### src/rtl/imem_arbiter_pkg.sv
// Shared definitions for the instruction-memory arbiter: word type, NOP word,
// read-pipeline state encoding and byte-address to word-index conversion.
package imem_arbiter_pkg;

  localparam int IDX_W_DEF = 8;

  typedef logic [31:0] word_t;

  localparam word_t NOP_WORD = 32'h0;

  localparam logic [0:0] RD_IDLE = 1'b0;
  localparam logic [0:0] RD_PEND = 1'b1;

  // Callers keep the low IDX_W bits; higher bits alias modulo the memory depth.
  function automatic word_t word_idx(input word_t byte_addr);
    return byte_addr >> 2;
  endfunction

endpackage

### src/rtl/imem_arbiter_if.sv
// Fetch and loader handshake bundle; master = requesters, slave = arbiter.
interface imem_arbiter_if;
  import imem_arbiter_pkg::*;

  logic  if_req;
  word_t if_addr;
  logic  if_flush;
  logic  if_gnt;
  logic  if_rvalid;
  word_t if_rdata;
  logic  ld_req;
  word_t ld_addr;
  word_t ld_wdata;
  logic  ld_gnt;

  modport master (
    output if_req, if_addr, if_flush, ld_req, ld_addr, ld_wdata,
    input  if_gnt, if_rvalid, if_rdata, ld_gnt
  );

  modport slave (
    input  if_req, if_addr, if_flush, ld_req, ld_addr, ld_wdata,
    output if_gnt, if_rvalid, if_rdata, ld_gnt
  );

endinterface

### src/rtl/imem_starve_ctr.sv
// Counts consecutive cycles in which a waiting fetch lost to the loader and
// raises force_fetch once the limit is reached.
module imem_starve_ctr #(
  parameter int MAX_WAIT = 4
) (
  input  logic clk,
  input  logic reset,
  input  logic if_req,
  input  logic if_gnt,
  input  logic ld_gnt,
  output logic force_fetch
);

  localparam int CNT_W = ($clog2(MAX_WAIT + 1) > 0) ? $clog2(MAX_WAIT + 1) : 1;
  localparam logic [CNT_W-1:0] CNT_MAX = CNT_W'(MAX_WAIT);

  logic [CNT_W-1:0] starve_cnt;

  always_ff @(posedge clk) begin
    if (reset) begin
      starve_cnt <= '0;
    end else if (!if_req || if_gnt) begin
      starve_cnt <= '0;
    end else if (ld_gnt && (starve_cnt != CNT_MAX)) begin
      starve_cnt <= starve_cnt + CNT_W'(1);
    end
  end

  assign force_fetch = (starve_cnt == CNT_MAX);

endmodule

### src/rtl/imem_arbiter.sv
// Single-port instruction memory arbiter: loader writes vs. IF fetch reads,
// with one-cycle read return, flush squashing and a saturating load counter.
module imem_arbiter
  import imem_arbiter_pkg::*;
#(
  parameter int IDX_W    = IDX_W_DEF,
  parameter int MAX_WAIT = 4
) (
  input  logic             clk,
  input  logic             reset,
  imem_arbiter_if.slave    bus,
  output logic             mem_en,
  output logic             mem_we,
  output logic [IDX_W-1:0] mem_idx,
  output word_t            mem_wdata,
  input  word_t            mem_rdata,
  output logic [IDX_W:0]   ld_count
);

  localparam logic [IDX_W:0] LD_MAX = {1'b1, {IDX_W{1'b0}}};

  word_t      if_word;
  word_t      ld_word;
  logic       force_fetch;
  logic       fetch_win;
  logic       load_win;
  logic [0:0] rd_pend;
  logic       unused_idx_bits;

  assign if_word = word_idx(bus.if_addr);
  assign ld_word = word_idx(bus.ld_addr);
  assign unused_idx_bits = ^{if_word[31:IDX_W], ld_word[31:IDX_W]};

  imem_starve_ctr #(.MAX_WAIT(MAX_WAIT)) u_starve (
    .clk        (clk),
    .reset      (reset),
    .if_req     (bus.if_req),
    .if_gnt     (fetch_win),
    .ld_gnt     (load_win),
    .force_fetch(force_fetch)
  );

  // Stage 0: grant decision; the loader wins ties unless fetch has waited too long.
  always_comb begin
    fetch_win = 1'b0;
    load_win  = 1'b0;
    if (!reset) begin
      if (bus.if_req && (!bus.ld_req || force_fetch)) begin
        fetch_win = 1'b1;
      end else if (bus.ld_req) begin
        load_win = 1'b1;
      end
    end
  end

  assign bus.if_gnt = fetch_win;
  assign bus.ld_gnt = load_win;
  assign mem_en     = fetch_win | load_win;
  assign mem_we     = load_win;
  assign mem_idx    = load_win  ? ld_word[IDX_W-1:0] :
                      fetch_win ? if_word[IDX_W-1:0] : '0;
  assign mem_wdata  = load_win ? bus.ld_wdata : NOP_WORD;

  always_ff @(posedge clk) begin
    if (reset) begin
      rd_pend  <= RD_IDLE;
      ld_count <= '0;
    end else begin
      rd_pend <= (fetch_win && !bus.if_flush) ? RD_PEND : RD_IDLE;
      if (load_win && (ld_count != LD_MAX)) begin
        ld_count <= ld_count + 1'b1;
      end
    end
  end

  // Stage 1: registered RAM data returns; a flush arriving now discards it.
  assign bus.if_rvalid = (rd_pend == RD_PEND) && !bus.if_flush && !reset;
  assign bus.if_rdata  = bus.if_rvalid ? mem_rdata : NOP_WORD;

endmodule

### src/flat_wrapper.sv
// flat-port wrapper written by rule: the top's interface ports become plain ports
module imem_arbiter_flat import imem_arbiter_pkg::*;
#(
  parameter int IDX_W    = IDX_W_DEF,
  parameter int MAX_WAIT = 4
)
  (clk, reset, mem_en, mem_we, mem_idx, mem_wdata, mem_rdata, ld_count, bus_if_req, bus_if_addr, bus_if_flush, bus_ld_req, bus_ld_addr, bus_ld_wdata, bus_if_gnt, bus_if_rvalid, bus_if_rdata, bus_ld_gnt);
  imem_arbiter_if bus_i ();
  input  logic clk;
  input  logic reset;
  output logic mem_en;
  output logic mem_we;
  output logic [IDX_W-1:0] mem_idx;
  output word_t mem_wdata;
  input  word_t mem_rdata;
  output logic [IDX_W:0] ld_count;
  input wire logic [$bits(bus_i.if_req)-1:0] bus_if_req;
  input wire logic [$bits(bus_i.if_addr)-1:0] bus_if_addr;
  input wire logic [$bits(bus_i.if_flush)-1:0] bus_if_flush;
  input wire logic [$bits(bus_i.ld_req)-1:0] bus_ld_req;
  input wire logic [$bits(bus_i.ld_addr)-1:0] bus_ld_addr;
  input wire logic [$bits(bus_i.ld_wdata)-1:0] bus_ld_wdata;
  output wire logic [$bits(bus_i.if_gnt)-1:0] bus_if_gnt;
  output wire logic [$bits(bus_i.if_rvalid)-1:0] bus_if_rvalid;
  output wire logic [$bits(bus_i.if_rdata)-1:0] bus_if_rdata;
  output wire logic [$bits(bus_i.ld_gnt)-1:0] bus_ld_gnt;
  assign bus_i.if_req = bus_if_req;
  assign bus_i.if_addr = bus_if_addr;
  assign bus_i.if_flush = bus_if_flush;
  assign bus_i.ld_req = bus_ld_req;
  assign bus_i.ld_addr = bus_ld_addr;
  assign bus_i.ld_wdata = bus_ld_wdata;
  assign bus_if_gnt = bus_i.if_gnt;
  assign bus_if_rvalid = bus_i.if_rvalid;
  assign bus_if_rdata = bus_i.if_rdata;
  assign bus_ld_gnt = bus_i.ld_gnt;
  imem_arbiter #(.IDX_W(IDX_W), .MAX_WAIT(MAX_WAIT)) u_core (.clk(clk), .reset(reset), .bus(bus_i), .mem_en(mem_en), .mem_we(mem_we), .mem_idx(mem_idx), .mem_wdata(mem_wdata), .mem_rdata(mem_rdata), .ld_count(ld_count));
endmodule
### config.mk
export PLATFORM = sky130hd
export DESIGN_NAME = imem_arbiter_flat
export DESIGN_NICKNAME = d
export VERILOG_FILES = /design/src/rtl/imem_arbiter_pkg.sv /design/src/rtl/imem_arbiter_if.sv /design/src/rtl/imem_starve_ctr.sv /design/src/rtl/imem_arbiter.sv /design/src/flat_wrapper.sv
export SDC_FILE = /design/constraint.sdc
export NUM_CORES = 1
export LEC_CHECK = 0
export ABC_AREA = 1
export CORE_MARGIN = 10
export CORE_UTILIZATION = 22
export DETAILED_ROUTE_END_ITERATION = 10
export PLACE_DENSITY = 0.82
export SYNTH_ARGS = -nofsm -noshare
export SYNTH_HDL_FRONTEND = slang
export SYNTH_SLANG_ARGS = --single-unit
### constraint.sdc
create_clock -name clk -period 1.9 [get_ports clk]
set_clock_uncertainty 0.2 [all_clocks]
set_input_delay 0.38 -clock clk [delete_from_list [all_inputs] [get_ports clk]]
set_output_delay 0.38 -clock clk [all_outputs]
set_load 0.005 [all_outputs]
==> results of run 1 <==
## cell usage in the layout, fill, tap and decap left out, drive strengths merged, types with 8 or more instances in the layout
cell / netlist / final
buf: 8 / 108
clkdlybuf4s50: 0 / 89
nor2: 87 / 87
inv: 85 / 86
nand2: 27 / 27
dfxtp: 13 / 13
a22o: 8 / 8
nand3: 8 / 8
## power breakdown
group	total (mW)	switching, mW	internal, mW
registers	0.285	0.00624	0.279
logic	0.486	0.182	0.304
clock network	0.255	0.107	0.149
## repair_timing
| item | in CTS | in global routing |
|---|---|---|
| pin swaps | 11 | 8 |
| endpoints found under the hold margin | 0 | 0 |
| setup endpoints to repair | 78 | 69 |
| resized for setup | 355 | 44 |
| setup buffers | 19 | 3 |
| cloned | 6 | 0 |
## layout make-up
type / count / share of cell area
Clock buffer: 4 / 0.0130
Inverter: 85 / 0.0938
Multi-Input combinational cell: 147 / 0.267
Sequential cell: 13 / 0.0760
Tap cell: 75 / 0.0272
Timing Repair Buffer: 203 / 0.518
Timing Repair inverter: 2 / 0.00471
## critical path: cells and delay by family (launching register included)
family                   cells  cell delay, ps
AO/OA/AOI/OAI                1             200
adder cells (fa/ha/maj)      1             140
buffers and inverters        5             460
flip-flops                   1             320
AND/OR/NAND/NOR              2             180
## registers in the layout (all words and copies together) (netlist names)
register                    flops
u_core.rd_pend                  1
u_core.ld_count                 9
u_core.u_starve.starve_cnt      3
## final timing paths
path	start	slack, ps	depth (start not counted)	end
max	u_core.u_starve.starve_cnt[0]	-240	9	mem_idx[4]
min	bus_if_flush	210	2	u_core.rd_pend
max reg2reg	u_core.u_starve.starve_cnt[1]	90	12	u_core.ld_count[4]
min reg2reg	u_core.ld_count[3]	340	2	u_core.ld_count[3]
## routing by layer
metal | global-route usage | vias up | wire length, um | share of wire
met2 | 0.320 | 96 | 4550 | 0.55
met3 | 0.0391 | 5 | 587 | 0.071
met5 | 0 | - | 0 | 0
met4 | 0.0235 | 0 | 47 | 0.0057
met1 | 0.164 | 1004 | 3060 | 0.37
li1 | - | 1115 | - | -
## cells by family (layout without fill, tap and decap cells)
kind of cell    Yosys count  count (layout)
compound gates           14              14
xor+xnor                  2               2
fa+ha+maj                 4               4
buf+inv                  93             294
flops                    13              13
simple gates            127             127
==> run metrics, run 1 <==
fmax=467 MHz; Yosys cell types=22; Post-synth EDFFs=0; syn_area_per_cell=5.19 um^2; num rows=28; routed len/inst=15.6 um; Mapped Cells=253; pin count of the biggest net entering global routing=17; final number of hold-violating endpoints=0; Root Buffer=clkbuf_8; antenna violations before repair=0; Synth warnings=0; PwrDens=297 nW/um^2; Yosys reg bits=13; RSZ-0062 raised after global routing=yes; CTS tree=done; worst hold path class=input port to register; FF/Latch Area=263 um^2; final net count=592; GR Overflow Total=0; detailed-route via count=2,220; H-Tree Level Count=1; Multi-input gate area=923 um^2; Slew Viols, Final=0; syn nets=390; Post-DRT Antenna Nets=0; number of fill cells in the layout=546; part of the cycle the worst path needs=1.13; dpl cells=501; fin util=0.591; Total Routing Usage GR=0.160; DIE HEIGHT=97.2 um; Seq/Total Area, Yosys=0.198; layout cells sized above 1=0.368; Worst-Margin Slew=307 ps; Pwr Total=1.03 mW; Area after DPL=3170 um^2; CP max FO=4; Synth Area in XOR/XNOR=0.0133; Die W=97.2 um; number of remaining DRC errors=0; most frequent cell after synthesis=nor2_1; Pleak=1.91 nW; largest family of logic cells by synthesized area=simple AND/OR/NAND/NOR gates; Avg Vias per Cell=4.20; setup TNS=-6430 ps; CP cell instances=inv_2 > ha_4 > nand3_4 > nand2_4 > buf_12 > inv_6 > buf_4 > a22o_1 > buf_2; post-synthesis mux area share=0; complex-gate fraction of the synthesized area=0.0772; top cell type by total area after synthesis=nor2_1; drt pass-1 iters=4; Post-Syn Area=1310 um^2; final setup fails=43; antenna cells=0; global-route wire length before repair=12.4 mm; Final min period=2140 ps; Final Non-Filler Cells=529; commonest cells in the synthesized netlist=nor2_1 (85), inv_1 (82), nand2_1 (25), dfxtp_1 (13); failing checks=setup timing; num ports=219; Final HPWL DP=6.44 mm; Finished Cell Area=3460 um^2; CP endpoint kind=output pin; max_cap viols=0; Clk Latency, worst-skew pair=250 ps; status=finished with violations; clock tree sinks=13; Worst EP arrival=1560 ps; CP max-delay cell=dfxtp_2; CP max stage delay=320 ps; async set-reset flop share out of synthesis=0; top cells by area, synth=nor2_1 (24%), inv_1 (23%), dfxtp_1 (20%); Required @ worst endpoint=1320 ps; startpoint types=register; initial DRC count=45; Place WS=-757 ps; Synth top area share=0.243; kind of critical path=register to output pin; # hold bufs at CTS=0; post-route worst setup slack=-240 ps; Max-slew headroom=0.795; area grow syn2layout=163%; CTS Buf Count=3; post-synthesis adder-cell area fraction=0.0381; Worst-path clk slew=50 ps; Final GP Congestion=0.783; CTS max path bufs=2; Core ar.=5850 um^2; Port-buffer cells=170; Synth Flop Type=dfxtp_1; simple-gate share of the synthesized area=0.391; VDD IR max=0.313 mV; hold slack final=210 ps; die area=9460 um^2; vias in the first global route=2,143; Detailed Route WL=8.24 mm; Initial Util=0.224
(Power assumes the default switching activity.)
==> run 2: changes to the inputs <==
GPL_ROUTABILITY_DRIVEN = 1   (was default)
==> results of run 2 <==
The final DEF is identical to that of run 1; final timing and power are the same.
==> run 3: changes to the inputs <==
PLACE_DENSITY = 0.84   (was 0.82)
==> run metrics, run 3 (synthesis gave the netlist of run 1 again) <==
kind of critical path=register to output pin; max FFs per register=9; part of the cycle the worst path needs=1.10; R2R setup slack=90 ps; CP max FO=5; GR Overflow Total=0; num ports=219; max_cap viols=0; post-route worst setup slack=-185 ps; Pleak=1.94 nW; PwrDens=293 nW/um^2; pin count of the biggest net entering global routing=13; Clk Latency, worst-skew pair=240 ps; Detailed Route WL=8.85 mm; Worst EP arrival=1510 ps; reg2reg path depth=11; Final HPWL DP=6.69 mm; Worst-path clk slew=50 ps; Root Buffer=clkbuf_8; Area after DPL=3180 um^2; Port-buffer cells=170; final net count=591; VDD IR max=0.213 mV; final number of hold-violating endpoints=0; area grow syn2layout=165%; fmax=480 MHz; failing checks=setup timing; Final GP Congestion=0.880; WHS Endpoint=u_core.rd_pend; drt pass-1 iters=4; die area=9460 um^2; dpl cells=504; Total Routing Usage GR=0.169; Die W=97.2 um; Largest Register=u_core.ld_count; number of remaining DRC errors=0; DIE HEIGHT=97.2 um; Max-slew headroom=0.817; reg2reg start=u_core.u_starve.starve_cnt[1]; CP endpoint kind=output pin; global-route wire length before repair=13.0 mm; final setup fails=40; CTS tree=done; commonest cells after routing, fill and taps aside=clkdlybuf4s50_1 (89), inv_1 (79), nor2_1 (55); detailed-route via count=2,220; antenna violations before repair=1; Largest regs=u_core.ld_count (9), u_core.u_starve.starve_cnt (3), u_core.rd_pend (1); Worst-Margin Slew=274 ps; Post-DRT Antenna Nets=0; startpoint types=register; most common cell after layout, fill and taps aside=clkdlybuf4s50_1; worst hold path class=input port to register; Finished Cell Area=3480 um^2; # hold bufs at CTS=0; setup TNS=-5910 ps; Crit Reg-Reg Endpoint=u_core.ld_count[4]; Final Non-Filler Cells=529; Initial Util=0.224; clock tree sinks=13; Final min period=2090 ps; CTS Buf Count=3; fin util=0.595; status=finished with violations; CTS max path bufs=2; routed len/inst=16.7 um; hold path start=bus_if_flush; Required @ worst endpoint=1320 ps; num rows=28; Core ar.=5850 um^2; Avg Vias per Cell=4.20; vias in the first global route=2,190; initial DRC count=41; number of cells on the worst hold path=2; hold slack final=155 ps; H-Tree Level Count=1; Slew Viols, Final=0; RSZ-0062 raised after global routing=yes; layout cells sized above 1=0.349
run 3: per-stage QoR:
step | setup WS (ps) | power (mW)
2_1_floorplan | 168 | 0.396
3_3_place_gp | -649 | 0.696
3_5_place_dp | -715 | 0.705
4_1_cts | -159 | 0.971
5_1_grt | -238 | 1.07
6_report | -185 | 1.02
run 3: area by class of cell:
type / count / area [um^2]
well taps: 75 / 93.8
clock buffers: 4 / 45.0
flip-flops and latches: 13 / 263
repair buffers: 202 / 1830
fillers: 517 / 2370
inverters: 85 / 327
diodes: 1 / 2.50
multi-input cells: 148 / 917
repair inverters: 1 / 6.26
run 3: where the power goes:
| group | total [mW] | switching, mW | leakage [nW] | internal (mW) |
|---|---|---|---|---|
| sequential | 0.285 | 0.00635 | 0.106 | 0.279 |
| clock | 0.251 | 0.102 | 0.0228 | 0.148 |
| combinational | 0.483 | 0.186 | 1.81 | 0.297 |
run 3: how the worst max path moves through the flow:
| stage | from | to | slack, ps | cells past startpoint |
|---|---|---|---|---|
| after floorplan | u_core.u_starve.starve_cnt[0] | mem_idx[0] | 170 | 7 |
| after global placement | reset | mem_wdata[7] | -650 | 6 |
| after detailed placement | bus_ld_req | mem_wdata[25] | -720 | 7 |
| after CTS | u_core.u_starve.starve_cnt[1] | mem_idx[0] | -160 | 9 |
| after global routing | u_core.u_starve.starve_cnt[1] | mem_wdata[12] | -240 | 8 |
| final | u_core.u_starve.starve_cnt[1] | mem_idx[4] | -190 | 8 |
run 3: timing repair:
item | in CTS | in global routing
setup endpoints to repair | 80 | 63
cloned | 7 | 1
gates resized for setup | 316 | 68
endpoints found under the hold margin | 0 | 0
setup buffers | 10 | 7
pin swaps | 9 | 5
run 3: worst max-delay path: stages, from the launching register on:
cell and delay [ps]:
dfxtp_2 330, inv_2 60, ha_4 160, nand3_4 110, nand2_4 120, inv_4 50, buf_6 100, a22o_1 190
buf_2 140
run 3: layer usage:
layer | vias to the layer above | wire length (um) | track usage
met5 | - | 0 | 0
met3 | 8 | 606 | 0.0370
li1 | 1119 | - | -
met4 | 0 | 146 | 0.0391
met1 | 1000 | 3210 | 0.177
met2 | 93 | 4890 | 0.329
